<file path="config.mk">
export PLATFORM = sky130hd
export DESIGN_NAME = sipo_frame_receiver_flat
export DESIGN_NICKNAME = d
export VERILOG_FILES = /design/src/rtl/sipo_frame_receiver_if.sv /design/src/rtl/sipo_frame_receiver.sv /design/src/flat_wrapper.sv
export SDC_FILE = /design/constraint.sdc
export NUM_CORES = 1
export LEC_CHECK = 0
export CAP_MARGIN = 20
export CORE_AREA = 5 5 49 51
export DETAILED_ROUTE_END_ITERATION = 10
export DIE_AREA = 0 0 54 56
export GPL_TIMING_DRIVEN = 0
export PLACE_DENSITY_LB_ADDON = 0.3
export SLEW_MARGIN = 20
export SYNTH_ARGS = -nofsm -noshare
export SYNTH_HDL_FRONTEND = slang
export SYNTH_SLANG_ARGS = --single-unit
</file>
<file path="constraint.sdc">
create_clock -name clk -period 1.5 [get_ports clk]
set_clock_uncertainty 0.2 [all_clocks]
set_input_delay 0.375 -clock clk [delete_from_list [all_inputs] [get_ports clk]]
set_output_delay 0.375 -clock clk [all_outputs]
set_load 0.01 [all_outputs]
</file>
<file path="src/rtl/sipo_frame_receiver_if.sv">
// Bit-strobe / serial-line / parallel-word bundle for sipo_frame_receiver.
//   en        : bit strobe, din is only looked at when high
//   din       : registered serial line, idles at 1
//   data      : last correctly framed word
//   valid     : one-cycle pulse when data has just been updated
//   frame_err : one-cycle pulse when the stop bit was sampled low
//   busy      : high while a frame is being received
// master = the side feeding bits in, slave = the receiver.
interface sipo_frame_receiver_if #(
    parameter int WIDTH = 8
);
    logic             en;
    logic             din;
    logic [WIDTH-1:0] data;
    logic             valid;
    logic             frame_err;
    logic             busy;

    modport master (
        output en, din,
        input  data, valid, frame_err, busy
    );

    modport slave (
        input  en, din,
        output data, valid, frame_err, busy
    );
endinterface

</file>
<file path="src/rtl/sipo_frame_receiver.sv">
// Serial-in, parallel-out frame receiver: start bit (0), WIDTH data bits
// LSB-first, stop bit (1). A good frame updates data and pulses valid for one
// cycle. A bad stop bit pulses frame_err and leaves data unchanged.
// Ports:
//   clk : clock, rising edge
//   rst : synchronous active-high reset, wins over en
//   bus : sipo_frame_receiver_if.slave (en, din in; data, valid, frame_err, busy out)
//
// state | meaning
// IDLE  | waiting for a start bit (din=0 on an enabled edge)
// SHIFT | shifting in WIDTH data bits, LSB first
// STOP  | next enabled bit is the stop bit
module sipo_frame_receiver #(
    parameter int WIDTH = 8
) (
    input  logic                  clk,
    input  logic                  rst,
    sipo_frame_receiver_if.slave  bus
);
    localparam int              CW   = $clog2(WIDTH);
    localparam logic [CW-1:0]   LAST = CW'(WIDTH - 1);

    typedef enum logic [1:0] {
        IDLE  = 2'd0,
        SHIFT = 2'd1,
        STOP  = 2'd2
    } state_t;

    state_t           state_q, state_d;
    logic [CW-1:0]    cnt_q, cnt_d;
    logic [WIDTH-1:0] shreg_q, shreg_d;
    logic [WIDTH-1:0] data_q, data_d;
    logic             valid_q, valid_d;
    logic             err_q, err_d;

    always_ff @(posedge clk) begin
        if (rst) begin
            state_q <= IDLE;
            cnt_q   <= '0;
            shreg_q <= '0;
            data_q  <= '0;
            valid_q <= 1'b0;
            err_q   <= 1'b0;
        end else begin
            state_q <= state_d;
            cnt_q   <= cnt_d;
            shreg_q <= shreg_d;
            data_q  <= data_d;
            valid_q <= valid_d;
            err_q   <= err_d;
        end
    end

    always_comb begin
        state_d = state_q;
        cnt_d   = cnt_q;
        shreg_d = shreg_q;
        data_d  = data_q;
        valid_d = 1'b0;
        err_d   = 1'b0;

        if (bus.en) begin
            case (state_q)
                IDLE: begin
                    if (!bus.din) begin
                        state_d = SHIFT;
                        cnt_d   = '0;
                    end
                end
                SHIFT: begin
                    // New bit enters at the MSB so the first data bit lands in bit 0.
                    shreg_d = {bus.din, shreg_q[WIDTH-1:1]};
                    cnt_d   = cnt_q + CW'(1);
                    if (cnt_q == LAST) begin
                        state_d = STOP;
                    end
                end
                STOP: begin
                    // A low stop bit is swallowed here, never reused as a start bit.
                    if (bus.din) begin
                        data_d  = shreg_q;
                        valid_d = 1'b1;
                    end else begin
                        err_d = 1'b1;
                    end
                    state_d = IDLE;
                end
                default: begin
                    state_d = IDLE;
                end
            endcase
        end
    end

    assign bus.data      = data_q;
    assign bus.valid     = valid_q;
    assign bus.frame_err = err_q;
    assign bus.busy      = (state_q == SHIFT) || (state_q == STOP);
endmodule

</file>
<file path="src/flat_wrapper.sv">
// flat-port wrapper written by rule: the top's interface ports become plain ports
module sipo_frame_receiver_flat 
#(
    parameter int WIDTH = 8
)
  (clk, rst, bus_en, bus_din, bus_data, bus_valid, bus_frame_err, bus_busy);
  sipo_frame_receiver_if #(.WIDTH(WIDTH)) bus_i ();
  input  logic clk;
  input  logic rst;
  input wire logic [$bits(bus_i.en)-1:0] bus_en;
  input wire logic [$bits(bus_i.din)-1:0] bus_din;
  output wire logic [$bits(bus_i.data)-1:0] bus_data;
  output wire logic [$bits(bus_i.valid)-1:0] bus_valid;
  output wire logic [$bits(bus_i.frame_err)-1:0] bus_frame_err;
  output wire logic [$bits(bus_i.busy)-1:0] bus_busy;
  assign bus_i.en = bus_en;
  assign bus_i.din = bus_din;
  assign bus_data = bus_i.data;
  assign bus_valid = bus_i.valid;
  assign bus_frame_err = bus_i.frame_err;
  assign bus_busy = bus_i.busy;
  sipo_frame_receiver #(.WIDTH(WIDTH)) u_core (.clk(clk), .rst(rst), .bus(bus_i));
endmodule
</file>
# After elaboration in Yosys (flattened, before gate mapping)
# Index checks and enable logic that the tools add are counted.
dict set report classes {
  n_mux 7
  eq_ne 5
  addsub 1
  n_reduce_logical 8
  n_bitwise 2
}
# cell n
set op_table {}
lappend op_table {{$reduce_and 3->1} 3}
lappend op_table {{$pmux 3 s2} 1}
lappend op_table {{$mux 2} 2}
lappend op_table {{$pmux 2 s2} 1}
lappend op_table {{$add 3x1->3 const B} 1}
lappend op_table {{$eq 3x3->1 const B} 1}
lappend op_table {{$mux 3} 1}
lappend op_table {{$reduce_or 3->1} 1}
lappend op_table {{$eq 2x1->1 const B} 1}
lappend op_table {{$eq 2x2->1 const B} 1}
lappend op_table {{$logic_not 2->1} 1}
lappend op_table {{$mux 1} 2}
lappend op_table {{$ne 2x1->1 const B} 1}
lappend op_table {{$ne 2x2->1 const B} 1}
lappend op_table {{$not 1->1} 2}
lappend op_table {{$reduce_and 2->1} 1}
lappend op_table {{$reduce_bool 2->1} 1}
lappend op_table {{$logic_or 1x1->1} 1}
dict set report word_totals {
  elab_cells 29
  inputBits 4
  ff_bits 23
  out_inout_bits 11
}

# Depth between registers and ports, before layout
# Gate-level depths: netlist of run 1.
dict set report depth {
  word_depth 3
  depth_mapped 6
  mapped_depth_nobuf 5
}

# Worst setup path before layout of run 1
# No wires, ideal clock.
dict set report synth_path {
  kind {register to register}
  start {register u_core.cnt_q[0]}
  end {register u_core.state_q[0]}
  stages_incl_launch_ff 6
  required_ps 1230
  slack_ps 144
  n_path_buf 0
  setup_time_ps 70
  arrival_ps 1086
  synth_period_minus_slack_ps 1356
  path_cell_list {dfxtp_1 > ha_1 > ha_1 > nand2b_1 > a21o_1 > a21oi_1}
}
dict set report synth_between {
  elab_chain_cells 3
}
# item line_no
set synth_rtl {}
lappend synth_rtl {{start, declared} sipo_frame_receiver.sv:30} ;# logic [CW-1:0] cnt_q, cnt_d;
lappend synth_rtl {{start signal, assigned} sipo_frame_receiver.sv:46} ;# cnt_q <= cnt_d;
lappend synth_rtl {{$eq 3x3->1} sipo_frame_receiver.sv:74} ;# if (cnt_q == LAST) begin
lappend synth_rtl {{$ne 2x1->1 (no line)} --}
lappend synth_rtl {{$reduce_and 3->1 (no line)} --}
lappend synth_rtl {{end signal, assigned} sipo_frame_receiver.sv:45} ;# state_q <= state_d;
lappend synth_rtl {{end, declared} sipo_frame_receiver.sv:29} ;# state_t state_q, state_d;
# No other way between the ends.
# A chain may end at the register's enable or synchronous reset.

# Worst setup path in the final report of run 1
dict set report layout_path {
  start {register u_core.state_q[1]}
  end {output bus_busy}
}
dict set report layout_between {
  elab_chain_cells 2
  word_cells_on_any_way 3
  classes_between {eq/ne (2); reduce/logical (1)}
}
# item line_no
set layout_rtl {}
lappend layout_rtl {{$eq 2x1->1 or $eq 2x2->1 (tied branches)} sipo_frame_receiver.sv:98} ;# assign bus.busy = (state_q == SHIFT) || (state_q == STOP);
lappend layout_rtl {{$logic_or 1x1->1 *} sipo_frame_receiver.sv:98}
lappend layout_rtl {{end, declared} flat_wrapper.sv:15} ;# output wire logic [$bits(bus_i.busy)-1:0] bus_busy;
# Every way passes the cells marked *; elsewhere a longest branch is shown, timed or not.

==> metrics.md, run 1 <==
| Metric | Value |
|---|---|
| Status | complete, but fails checks |
| Violated checks | setup timing |
| Worst-skew pair later-pin latency | 320 ps |
| # hold bufs at CTS | 0 |
| Crit path kind | reg -> out |
| Hold Fails Final Rpt | 0 |
| Final Max Slew Viols | 0 |
| Syn_area_per_cell | 8.41 um2 |
| Worst path arrival time | 1100 ps |
| Placed cell areas | 0.00108 mm2 |
| CP bufs+invs | 2 |
| Critical Path Source Type | flip-flop |
| DR iter-0 viols | 10 |
| TritonCTS clock tree | yes |
| Area leader, netlist | dfxtp_1 |
| Reg2reg path depth | 5 |
| Slowest cell on the critical path | dfxtp_2 |
| Congestion Overflow GR | 0 |
| Mapped Nets | 117 |
| CTS H-tree depth | 1 |
| Cell class contributing the biggest share of worst-path delay | flip-flops |
| Fill cells | 159 |
| Post-synthesis cell area | 908 um2 |
| CTS clock-pin slew for the worst setup and hold paths | 120 ps |
| Vias | 811 |
| Final cycle utilization of the critical path | 112% |
| Max-cap violation count | 0 |
| Slew HR | 67.3% |
| Leakage | 0.444 nW |
| Top cells by area, synth | dfxtp_1 51%, a21oi_1 12%, nand2_1 11% |
| DIE WIDTH | 54 um |
| Port bufs | 14 |
| Placeable Area | 0.00190 mm2 |
| Antenna violations before repair | 0 |
| Worst-path maximum fanout | 3 |
| Routed vias/inst | 5.20 |
| Number of global-route vias before repair | 776 |
| Setup ws final | -173 ps |
| Synth warnings | 0 |
| Max Fclk | 0.598 GHz |
| TritonCTS buffer count | 3 |
| Routed length per instance | 12.5 um |
| Dpl ws | -381 ps |
| Layout cells sized above 1 | 26.4% |
| Post-layout min period | 1670 ps |
| DRT Pass-1 Iters | 4 |
| ANT cells | 0 |
| Slowest cell delay on critical path | 380 ps |
| Gate Count Post-Synth | 108 |
| Sequential area share after synthesis | 50.7% |
| Hold Path Stages | 2 |
| Final core occ | 61.3% |
| Most frequent cells in the layout | 25 x nand2_1, 20 x a21oi_1, 18 x dfxtp_1 |
| Die Y | 56 um |
| Required time of the critical path | 920 ps |
| Initial Util | 47.8% |
| Post-route cell area | 0.00116 mm2 |
| Die area | 0.00302 mm2 |
| Power Density | 877 mW/mm2 |
| Routed WL | 1.95 mm |
| Tightest Pin Transition | 491 ps |
| Final setup fails | 11 |
| Area Growth Syn to Fin | 28.2% |
| RSZ-0062 raised after global routing | yes |
| Commonest non-fill, non-tap cell in the layout | nand2_1 |
| CTS sink count | 23 |
| Global-route wire length before repair | 3.15 mm |
| GP Congestion | 0.794 |
| Top cell type's share of synthesized area | 50.7% |
| Dpl hpwl | 1.28 mm |
| Cell variety after synth | 19 |
| Antenna Nets Post-Route | 0 |
| Hold crit path type | reg -> reg |
| CP Capture Type | output pin |
| Root buf cell | clkbuf_4 |
| Tot GR Track Use | 13.5% |
| Nets | 139 |
| Maximum VDD drop | 505 uV |
| Clk buf depth | 2 |
| Number of remaining DRC errors | 0 |
| Cells along the critical path | inv_2 -> ha_4 -> buf_6 |
| Core Rows | 16 |
| Largest net degree at the start of global routing | 14 |
| Synth Register Bits | 23 |
| Top Ports | 15 |
| Cell count along the critical path | 3 |
==> metal layers <==
metal  global-route usage, %  part of all wire (%)
met1                    15.6                    46
met2                    22.3                    48
met3                    2.68                   3.7
met4                    7.12                   2.6
met5                       0                     0
==> what timing repair did <==
action,in CTS,in global routing
endpoints found under the setup margin,19,29
setup buffers,1,2
pin swaps,0,2
gates resized for setup,21,30
==> power by group <==
| group | internal [mW] | total, mW | switching, mW |
|---|---|---|---|
| Combinational | 0.0455 | 0.108 | 0.0629 |
| Clock | 0.100 | 0.293 | 0.193 |
| Sequential | 0.616 | 0.620 | 0.00413 |
==> cells by family (layout without fill, tap and decap cells) <==
logic type      Yosys count  count (layout)  share of synthesized area (%)
simple gates             46              46                           22.5
compound gates           27              27                           16.4
flops                    23              23                           50.7
buf+inv                   7              28                           3.58
fa+ha+maj                 5               5                           6.89
==> worst reg2reg max path, stage by stage (launching register included) <==
cell,delay [ps]
dfxtp_2,380
buf_4,110
ha_1,340
clkbuf_4,280
nand3_1,80
a21oi_1,150
==> Yosys cell counts, drive strengths merged <==
cell type,count
nor2,3
nand3,12
dfxtp,23
nand3b,1
a21oi,21
o21ai,3
and3,1
clkbuf,2
inv,2
ha,5
a21bo,1
a21boi,1
a21o,1
nand2b,1
buf,3
nand2,26
nor3,2
==> final timing paths <==
| path | from | to | slack, ps |
|---|---|---|---|
| min reg2reg | u_core.bus.data[0] | u_core.bus.data[0] | 260 |
| min | u_core.bus.data[0] | u_core.bus.data[0] | 260 |
| max | u_core.state_q[1] | bus_busy | -170 |
| max reg2reg | u_core.state_q[0] | u_core.cnt_q[1] | -100 |
==> final cells by class <==
type	count	area [um2]	share of cell area, %
clock buffer	3	22.5	1.93
clock inverter	1	5.00	0.430
buffer	5	33.8	2.90
tap	27	33.8	2.90
multi-input combinational	78	457	39.2
timing repair buffer	17	136	11.7
inverter	2	10.0	0.859
sequential	23	467	40.1
==> registers in the layout, summed over array words and instances (netlist names) <==
register              flops
u_core.shreg_q            8
u_core.state_q            2
u_core.bus.data           8
u_core.bus.frame_err      1
u_core.cnt_q              3
u_core.bus.valid          1
==> stage by stage <==
step	instances	setup TNS [ps]	hold slack, ps	power [mW]
after global placement	149	-6550	241	0.711
after detailed placement	149	-6760	245	0.714
after global routing	156	-2210	263	1.07
after floorplan	108	0	232	0.683
after CTS	154	-226	260	0.987
final	156	-968	260	1.02
(Power assumes the default switching activity.)
==> run 2, diff against run 1 <==
--- a/config.mk
+++ b/config.mk
@@ -7,11 +7,12 @@
 export LEC_CHECK = 0
 export CAP_MARGIN = 20
 export CORE_AREA = 5 5 49 51
+export CTS_CLUSTER_SIZE = 25
 export DETAILED_ROUTE_END_ITERATION = 10
 export DIE_AREA = 0 0 54 56
 export GPL_TIMING_DRIVEN = 0
 export PLACE_DENSITY_LB_ADDON = 0.3
-export SLEW_MARGIN = 20
+export SLEW_MARGIN = 15
 export SYNTH_ARGS = -nofsm -noshare
 export SYNTH_HDL_FRONTEND = slang
 export SYNTH_SLANG_ARGS = --single-unit
==> results of run 2 <==
The final DEF is identical to that of run 1; final timing and power are the same.
==> run 3, diff against run 2 <==
--- a/config.mk
+++ b/config.mk
@@ -6,13 +6,12 @@
 export NUM_CORES = 1
 export LEC_CHECK = 0
 export CAP_MARGIN = 20
-export CORE_AREA = 5 5 49 51
+export CORE_AREA = 2 2 44 50
 export CTS_CLUSTER_SIZE = 25
 export DETAILED_ROUTE_END_ITERATION = 10
-export DIE_AREA = 0 0 54 56
+export DIE_AREA = 0 0 46 52
 export GPL_TIMING_DRIVEN = 0
 export PLACE_DENSITY_LB_ADDON = 0.3
-export SLEW_MARGIN = 15
 export SYNTH_ARGS = -nofsm -noshare
 export SYNTH_HDL_FRONTEND = slang
 export SYNTH_SLANG_ARGS = --single-unit
==> metrics.md, run 3 (synthesis gave the netlist of run 1 again) <==
| Metric | Value |
|---|---|
| Die Y | 52 um |
| CP startpoint | u_core.state_q[0] |
| Area Growth Syn to Fin | 29.1% |
| Final cycle utilization of the critical path | 110% |
| RR Startpoint | u_core.state_q[1] |
| Worst path arrival time | 1070 ps |
| Slew HR | 71.4% |
| Core Rows | 17 |
| Placed cell areas | 0.00107 mm2 |
| Final core occ | 61.2% |
| Number of global-route vias before repair | 684 |
| Power Density | 874 mW/mm2 |
| Nets | 141 |
| Max-cap violation count | 0 |
| Worst-skew pair later-pin latency | 310 ps |
| Required time of the critical path | 920 ps |
| Placeable Area | 0.00191 mm2 |
| Slowest cell on the critical path | dfxtp_2 |
| Slowest cell delay on critical path | 360 ps |
| Post-route insts no fill | 150 |
| Cells along the critical path | inv_2 -> ha_4 -> buf_6 |
| Critical path endpoint | bus_busy |
| Worst r2r dst | u_core.bus.data[3] |
| Crit path kind | reg -> out |
| Hold path startpoint | u_core.shreg_q[0] |
| Top Ports | 15 |
| Congestion Overflow GR | 0 |
| Commonest non-fill, non-tap cell in the layout | nand2_1 |
| Tightest Pin Transition | 429 ps |
| Routed WL | 1.81 mm |
| Largest net degree at the start of global routing | 14 |
| Dpl hpwl | 1.20 mm |
| Dpl cells | 141 |
| Clk buf depth | 2 |
| Global-route wire length before repair | 2.79 mm |
| Maximum VDD drop | 558 uV |
| Vias | 787 |
| Max Fclk | 0.608 GHz |
| CTS clock-pin slew for the worst setup and hold paths | 130 ps |
| Tot GR Track Use | 16.0% |
| Dpl ws | -402 ps |
| Cell class contributing the biggest share of worst-path delay | flip-flops |
| Die area | 0.00239 mm2 |
| Violated checks | setup timing |
| CP bufs+invs | 2 |
| Worst-path maximum fanout | 3 |
| Layout cells sized above 1 | 28.2% |
| Design Power | 1.02 mW |
| Antenna violations before repair | 0 |
| CP Capture Type | output pin |
| DRT Pass-1 Iters | 4 |
| Leakage | 0.442 nW |
| Critical Path Source Type | flip-flop |
| Routed length per instance | 12.1 um |
| ANT cells | 0 |
| TritonCTS buffer count | 3 |
| Hold Path Stages | 2 |
| RSZ-0062 raised after global routing | yes |
| Status | complete, but fails checks |
| Most frequent cells in the layout | 25 x nand2_1, 20 x a21oi_1, 20 x dfxtp_1 |
| Cell count along the critical path | 3 |
| Fill cells | 173 |
| Post-layout min period | 1640 ps |
| DR iter-0 viols | 10 |
| Reg2reg path depth | 6 |
| CTS H-tree depth | 1 |
| R2R Setup Slk | 10 ps |
| Hold crit path type | reg -> reg |
| Final Max Slew Viols | 0 |
| Final setup fails | 1 |
| Hold Fails Final Rpt | 0 |
| Number of remaining DRC errors | 0 |
| Initial Util | 47.5% |
| GP Congestion | 0.811 |
| TritonCTS clock tree | yes |
| Routed vias/inst | 5.25 |
| Port bufs | 14 |
| Setup ws final | -145 ps |
| Post-route cell area | 0.00117 mm2 |
| CTS sink count | 23 |
| Antenna Nets Post-Route | 0 |
| Root buf cell | clkbuf_4 |
| DIE WIDTH | 46 um |
-- run 3: cell type report --
type,count,area (um2),share of cell area (%)
buffer,5,38.8,3.31
multi-input combinational,78,469,40.0
sequential,23,464,39.6
clock buffer,3,22.5,1.92
inverter,2,7.51,0.640
clock inverter,1,5.00,0.427
timing repair buffer,19,141,12.1
tap,19,23.8,2.03
-- run 3: how the worst min path moves through the flow --
stage / end / slack, ps
after detailed placement: u_core.bus.data[0] / 250
after global placement: u_core.bus.data[0] / 240
after CTS: u_core.bus.data[0] / 260
after floorplan: u_core.bus.data[0] / 230
final: u_core.bus.data[0] / 260
after global routing: u_core.bus.frame_err / 270
-- run 3: repair_timing --
item,4_1_cts,5_1_grt
hold buffers,0,0
setup endpoints to repair,19,32
pin swaps,0,1
gates resized for setup,27,30
setup buffers,1,4
-- run 3: through the flow --
stage          setup TNS [ps]  hold slack (ps)
2_1_floorplan               0              232
3_3_place_gp            -6350              242
3_5_place_dp            -6690              246
4_1_cts                  -200              264
5_1_grt                  -543              274
6_report                 -145              260
-- run 3: routing by layer --
| metal | part of all wire [%] | routed length [um] | vias up | track usage [%] |
|---|---|---|---|---|
| met3 | 3.6 | 65 | 2 | 3.13 |
| met4 | 1.3 | 23 | 0 | 9.05 |
| li1 | - | - | 414 | - |
| met1 | 44 | 804 | 355 | 18.4 |
| met5 | 0 | 0 | - | 0 |
| met2 | 51 | 916 | 16 | 26.6 |
-- run 3: worst register-to-register path: cells and delay by family (launching register included) --
family,cells,cell delay [ps]
AOI/OAI and AO/OA,1,50
adders and majority gates,1,220
buffers and inverters,2,280
DFF,1,350
and+or+nand+nor,2,250
-- run 3: where the power goes --
group	switching, mW	leakage [nW]	internal (mW)
Sequential	0.00313	0.187	0.616
Clock	0.185	0.0177	0.0997
Combinational	0.0664	0.238	0.0541
